## config.mk

```make
export PLATFORM = sky130hd
export DESIGN_NAME = pwm_led_sched
export DESIGN_NICKNAME = d
export VERILOG_FILES = /design/src/rtl/pwm_led_sched.sv
export SDC_FILE = /design/constraint.sdc
export NUM_CORES = 1
export LEC_CHECK = 0
export ABC_AREA = 1
export CORE_MARGIN = 1.5
export CORE_UTILIZATION = 65
export DETAILED_ROUTE_END_ITERATION = 8
export PLACE_DENSITY = 0.82
export SETUP_SLACK_MARGIN = 0.02
export SLEW_MARGIN = 10
export SYNTH_ARGS = -nofsm -noshare
export SYNTH_HDL_FRONTEND = slang
export SYNTH_SLANG_ARGS = --single-unit
```

## constraint.sdc

```tcl
create_clock -name sys_clk -period 6.85 [get_ports sys_clk]
set_clock_uncertainty 0.2 [all_clocks]
set_input_delay 1.37 -clock sys_clk [delete_from_list [all_inputs] [get_ports sys_clk]]
set_output_delay 1.37 -clock sys_clk [all_outputs]
set_load 0.02 [all_outputs]
```

## src/rtl/pwm_led_sched.sv

```systemverilog
// Four-channel LED PWM scheduler: shared prescaler/period counter, per-channel
// OFF/ON/BREATHE/BLINK duty sequencing, mode changes applied only at period ends.
module pwm_led_sched #(
  parameter int CLK_DIV       = 100,
  parameter int PWM_MAX       = 1000,
  parameter int BLINK_PERIODS = 250
) (
  input  logic       sys_clk,
  input  logic       sys_rst_n,
  input  logic       cmd_valid,
  output logic       cmd_ready,
  input  logic [1:0] cmd_ch,
  input  logic [1:0] cmd_mode,
  input  logic [3:0] cmd_rate,
  output logic       period_end,
  output logic [3:0] led
);
  localparam int NUM_CH = 4;
  localparam int DW = (CLK_DIV > 1) ? $clog2(CLK_DIV) : 1;
  localparam int BW = (BLINK_PERIODS > 1) ? $clog2(BLINK_PERIODS) : 1;
  localparam logic [DW-1:0] DIV_LAST = DW'(CLK_DIV - 1);
  localparam logic [9:0]    PMAX     = 10'(PWM_MAX);
  localparam logic [9:0]    PLAST    = 10'(PWM_MAX - 1);
  localparam logic [10:0]   PMAX11   = 11'(PWM_MAX);
  localparam logic [BW-1:0] BLAST    = BW'(BLINK_PERIODS - 1);

  typedef enum logic [1:0] {MODE_OFF, MODE_ON, MODE_BREATHE, MODE_BLINK} mode_t;
  typedef enum logic [1:0] {ST_IDLE, ST_PEND, ST_DONE} state_t;

  logic [DW-1:0] r_div;
  logic [9:0]    r_pwm;
  logic          r_period_end;
  logic [3:0]    r_led;
  logic          w_tick, w_pe;

  state_t        r_state, w_state_nxt;
  logic          w_accept, w_apply;
  logic [1:0]    r_cmd_ch, r_cmd_mode;
  logic [3:0]    r_cmd_rate;

  logic [NUM_CH-1:0][1:0]    r_mode, w_mode_nxt;
  logic [NUM_CH-1:0][9:0]    r_duty, w_duty_nxt;
  logic [NUM_CH-1:0]         r_dir, w_dir_nxt;
  logic [NUM_CH-1:0][3:0]    r_rate, w_rate_nxt;
  logic [NUM_CH-1:0][BW-1:0] r_bcnt, w_bcnt_nxt;

  assign w_tick     = (r_div == DIV_LAST);
  assign w_pe       = w_tick && (r_pwm == PLAST);
  assign period_end = r_period_end;
  assign led        = r_led;
  assign cmd_ready  = (r_state == ST_IDLE);

  always_ff @(posedge sys_clk or negedge sys_rst_n) begin
    if (!sys_rst_n) begin
      r_div        <= '0;
      r_pwm        <= '0;
      r_period_end <= 1'b0;
      r_led        <= '0;
    end else begin
      r_div        <= w_tick ? '0 : r_div + 1'b1;
      if (w_tick) r_pwm <= (r_pwm == PLAST) ? '0 : r_pwm + 1'b1;
      r_period_end <= w_pe;
      for (int i = 0; i < NUM_CH; i++) r_led[i] <= (r_pwm < r_duty[i]);
    end
  end

  always_ff @(posedge sys_clk or negedge sys_rst_n) begin
    if (!sys_rst_n) begin
      r_state    <= ST_IDLE;
      r_cmd_ch   <= '0;
      r_cmd_mode <= '0;
      r_cmd_rate <= '0;
    end else begin
      r_state <= w_state_nxt;
      if (w_accept) begin
        r_cmd_ch   <= cmd_ch;
        r_cmd_mode <= cmd_mode;
        r_cmd_rate <= cmd_rate;
      end
    end
  end

  // A command accepted on a pe cycle lands in PEND after that pe, so it waits for the next one.
  always_comb begin
    w_state_nxt = r_state;
    w_accept    = 1'b0;
    w_apply     = 1'b0;
    case (r_state)
      ST_IDLE: if (cmd_valid) begin
        w_accept    = 1'b1;
        w_state_nxt = ST_PEND;
      end
      ST_PEND: if (w_pe) begin
        w_apply     = 1'b1;
        w_state_nxt = ST_DONE;
      end
      default: w_state_nxt = ST_IDLE;
    endcase
  end

  always_comb begin
    w_mode_nxt = r_mode;
    w_duty_nxt = r_duty;
    w_dir_nxt  = r_dir;
    w_rate_nxt = r_rate;
    w_bcnt_nxt = r_bcnt;
    for (int i = 0; i < NUM_CH; i++) begin
      if (w_apply && (r_cmd_ch == 2'(i))) begin
        w_mode_nxt[i] = r_cmd_mode;
        case (r_cmd_mode)
          MODE_OFF: w_duty_nxt[i] = 10'd0;
          MODE_ON:  w_duty_nxt[i] = PMAX;
          MODE_BREATHE: begin
            w_duty_nxt[i] = 10'd0;
            w_dir_nxt[i]  = 1'b0;
            w_rate_nxt[i] = r_cmd_rate;
          end
          default: begin
            w_duty_nxt[i] = PMAX;
            w_bcnt_nxt[i] = '0;
          end
        endcase
      end else if (w_pe) begin
        case (r_mode[i])
          MODE_OFF: w_duty_nxt[i] = 10'd0;
          MODE_ON:  w_duty_nxt[i] = PMAX;
          MODE_BREATHE: begin
            // Widened compare keeps duty+rate from wrapping near the top clamp.
            if (!r_dir[i]) begin
              if (({1'b0, r_duty[i]} + {7'd0, r_rate[i]}) >= PMAX11) begin
                w_duty_nxt[i] = PMAX;
                w_dir_nxt[i]  = 1'b1;
              end else begin
                w_duty_nxt[i] = r_duty[i] + {6'd0, r_rate[i]};
              end
            end else begin
              if (r_duty[i] <= {6'd0, r_rate[i]}) begin
                w_duty_nxt[i] = 10'd0;
                w_dir_nxt[i]  = 1'b0;
              end else begin
                w_duty_nxt[i] = r_duty[i] - {6'd0, r_rate[i]};
              end
            end
          end
          default: begin
            if (r_bcnt[i] == BLAST) begin
              w_bcnt_nxt[i] = '0;
              w_duty_nxt[i] = (r_duty[i] == 10'd0) ? PMAX : 10'd0;
            end else begin
              w_bcnt_nxt[i] = r_bcnt[i] + 1'b1;
            end
          end
        endcase
      end
    end
  end

  always_ff @(posedge sys_clk or negedge sys_rst_n) begin
    if (!sys_rst_n) begin
      r_mode <= '0;
      r_duty <= '0;
      r_dir  <= '0;
      r_rate <= '0;
      r_bcnt <= '0;
    end else begin
      r_mode <= w_mode_nxt;
      r_duty <= w_duty_nxt;
      r_dir  <= w_dir_nxt;
      r_rate <= w_rate_nxt;
      r_bcnt <= w_bcnt_nxt;
    end
  end
endmodule

```

==> flow_summary.ini <==
[detailed_routing]
first_pass_iters = 5
first_iter_violations = 935
vias = 10087
drt-vias-per-instance = 5.82
wire_per_inst_um = 15.4
wirelength_um = 26700
ant_nets = 0
drt_drc_violations_left = 0

[floorplanning]
dieArea_mm2 = 0.0169
die_x_um = 130
die_h_um = 130
rows = 46
core_mm2 = 0.0158
initial_core_util_pct = 66.3
ios = 17

[grt]
antenna_found_initial = 0
grt_pass1_vias = 9468
grt_usage_pct = 33.4
overflow = 0
grt_pass1_wl_um = 44600
grt_start_max_net_pins = 79

[sta]
finalSetupTns_ns = 0
finalHoldViolCount = 0
worstMarginPinSlew_ns = 0.966
rsz0062_at_grt = false
slew_headroom_pct = 35.6
setup_viol = 0
finalCritPeriodShare_pct = 55.9
fmax_ghz = 0.261
min_period_ns = 3.83
drv_slew = 0

[finish]
area_growth_pct = 8.83
diodes = 0
fillerInstances = 1288
drive_gt1_share_pct = 4.62
fin_nets = 1609

[clock_network]
post_cts_buffers = 0
clk_latency_ns = 0.43
root_buffer = clkbuf_16
max-clock-path-buffers = 2
cts_tree = done
ctsHoldBuffers = 0
post_cts_resized = 0
cts_max_level = 4
cts_buffers = 17
path_clk_slew_ns = 0.06
cts_sinks = 132

[placement]
gp_congestion = 0.951
hpwl_um = 19900
placement.io_buffers = 16

[worst_setup_path]
critPathLaunchType = flop
reg2reg_from = r_pwm[1]
crit_type = reg2reg
crit_required_ns = 6.98
cp_data_arrival_time_ns = 3.96
startpoint = r_pwm[1]
crit_fanout = 22
cp-end-kind = flop

[synth]
synth_area_leader_cell = dfrtp_1
synth_cell_type_count = 49
synth_area_mm2 = 0.0105
synth_warnings = 0
syn_avg_cell_area_um2 = 7.01
syn_nets = 1598
ys_seq_elements = 132
yosysTopAreaCellShare_pct = 31.6
ys_seq_area_share_pct = 31.6
synthTopCellsByArea = dfrtp_1 (32%), nand2_1 (14%), ha_1 (10%)
netlist_instances = 1492

[power_and_ir_drop]
max-vdd-ir-drop_mv = 0.164
power_density_mw_per_mm2 = 151
power_w = 0.00172
leakage_nw = 5.93

[status]
status = complete, no violations

[worst_hold_path]
hold_path.startpoint = r_div[0]
hp-class = reg2reg

[run]
maxCapViolCount = 0
==> state kept, by name, summed over array words and instances (netlist names) <==
name        flops
r_cmd_ch        2
r_bcnt         32
r_mode          8
led             4
r_cmd_mode      2
r_div           7
r_duty         40
r_cmd_rate      4
period_end      1
r_state         2
r_pwm          10
r_rate         16
r_dir           4
==> layout make-up <==
type | count | area [µm²] | area share [%]
repair buffers | 17 | 169 | 1.48
flip-flops and latches | 132 | 3300 | 29.0
inverters | 218 | 818 | 7.19
well taps | 216 | 270 | 2.37
multi-input cells | 1117 | 6220 | 54.6
clock inverters | 7 | 95.1 | 0.836
clock buffers | 25 | 505 | 4.44
==> cells in the final DEF, fill, tap and decap left out, types with 6 or more instances in the layout <==
| master | instances |
|---|---|
| o41ai_1 | 6 |
| nand2_2 | 6 |
| nand3_1 | 116 |
| inv_2 | 8 |
| a22oi_1 | 13 |
| a21oi_1 | 100 |
| fa_1 | 8 |
| a31oi_1 | 6 |
| xor2_1 | 25 |
| nor4_1 | 6 |
| ha_1 | 87 |
| o22ai_1 | 6 |
| nor3_1 | 30 |
| nor2_1 | 136 |
| nand2_1 | 386 |
| o31ai_1 | 8 |
| dfrtp_1 | 132 |
| clkdlybuf4s50_1 | 15 |
| xnor2_1 | 8 |
| o21ai_0 | 74 |
| o211ai_1 | 8 |
| nand4_1 | 43 |
| clkbuf_16 | 17 |
| inv_1 | 205 |
==> Yosys cell counts, drive strengths merged <==
cell / number
nand2: 392
inv: 213
nor2: 139
dfrtp: 132
nand3: 121
a21oi: 102
ha: 87
o21ai: 78
nand4: 45
nor3: 37
xor2: 25
clkbuf: 14
a22oi: 13
buf: 11
o211ai: 9
o31ai: 9
fa: 8
xnor2: 8
a31oi: 6
nor4: 6
o22ai: 6
o41ai: 6
clkinv: 5
nand3b: 4
o21bai: 4
nor3b: 3
and3: 2
or2: 2
a211oi: 1
a2bb2oi: 1
a41oi: 1
mux2: 1
o32ai: 1
==> power breakdown <==
| group | internal, W | switching [W] | leakage [nW] |
|---|---|---|---|
| Sequential | 0.000780 | 0 | 1.78 |
| Clock | 0.000584 | 0.000339 | 0.293 |
| Combinational | 0.00000538 | 0.0000153 | 3.85 |
==> worst paths after layout <==
check / to / slack [ns] / cells after the start
worst min-delay path: r_div[0] / 0.28 / 1
max in group asynchronous: r_bcnt[22] / 4.40 / 2
worst min register to register: r_div[0] / 0.28 / 1
worst max register to register: r_duty[11] / 3.02 / 13
min in group asynchronous: r_rate[13] / 0.67 / 1
worst max-delay path: r_duty[11] / 3.02 / 13
==> cell families (layout without fill, tap and decap cells) <==
family / count (synthesis) / after routing / synth area share (%)
compound gates: 237 / 237 / 13.0
xor+xnor: 33 / 33 / 2.76
fa+ha+maj: 95 / 95 / 11.9
buf+inv: 243 / 267 / 8.94
flops: 132 / 132 / 31.6
mux: 1 / 1 / 0.108
simple gates: 751 / 751 / 31.7
==> per-stage QoR <==
stage / utilization (%) / cell area [µm²] / worst slack [ns] / hold slack (ns) / cells
final: 72.2 / 11400 / 3.02 / 0.278 / 1732
after floorplan: - / 10500 / 4.34 / 0.233 / 1492
after detailed placement: 68.4 / 10800 / 3.10 / 0.271 / 1700
after CTS: 72.2 / 11400 / 3.03 / 0.279 / 1732
after global routing: 72.2 / 11400 / 2.62 / 0.284 / 1732
after global placement: 68.4 / 10800 / 3.34 / 0.255 / 1700
==> metal layers <==
layer | GRT usage, % | wire length [µm] | vias to the layer above | part of all wire (%)
li1 | - | - | 4955 | -
met1 | 44.0 | 11600 | 4734 | 43
met2 | 57.0 | 12900 | 351 | 48
met3 | 4.43 | 1670 | 47 | 6.3
met4 | 11.2 | 523 | 0 | 2.0
met5 | 0 | 0 | - | 0
==> critical path, stage by stage, from the launching register on <==
cell and delay [ns]:
dfrtp_1 0.52, ha_1 0.27, inv_1 0.08, nor3_1 0.22, nand3_2 0.15, nor2_4 0.56
nand4_1 0.61, nand2_1 0.34, inv_2 0.07, nand2_1 0.07, nand2_1 0.14, nor3_2 0.28
nand2_1 0.11, o21ai_0 0.11
Power figures use the tool's default switching activity.
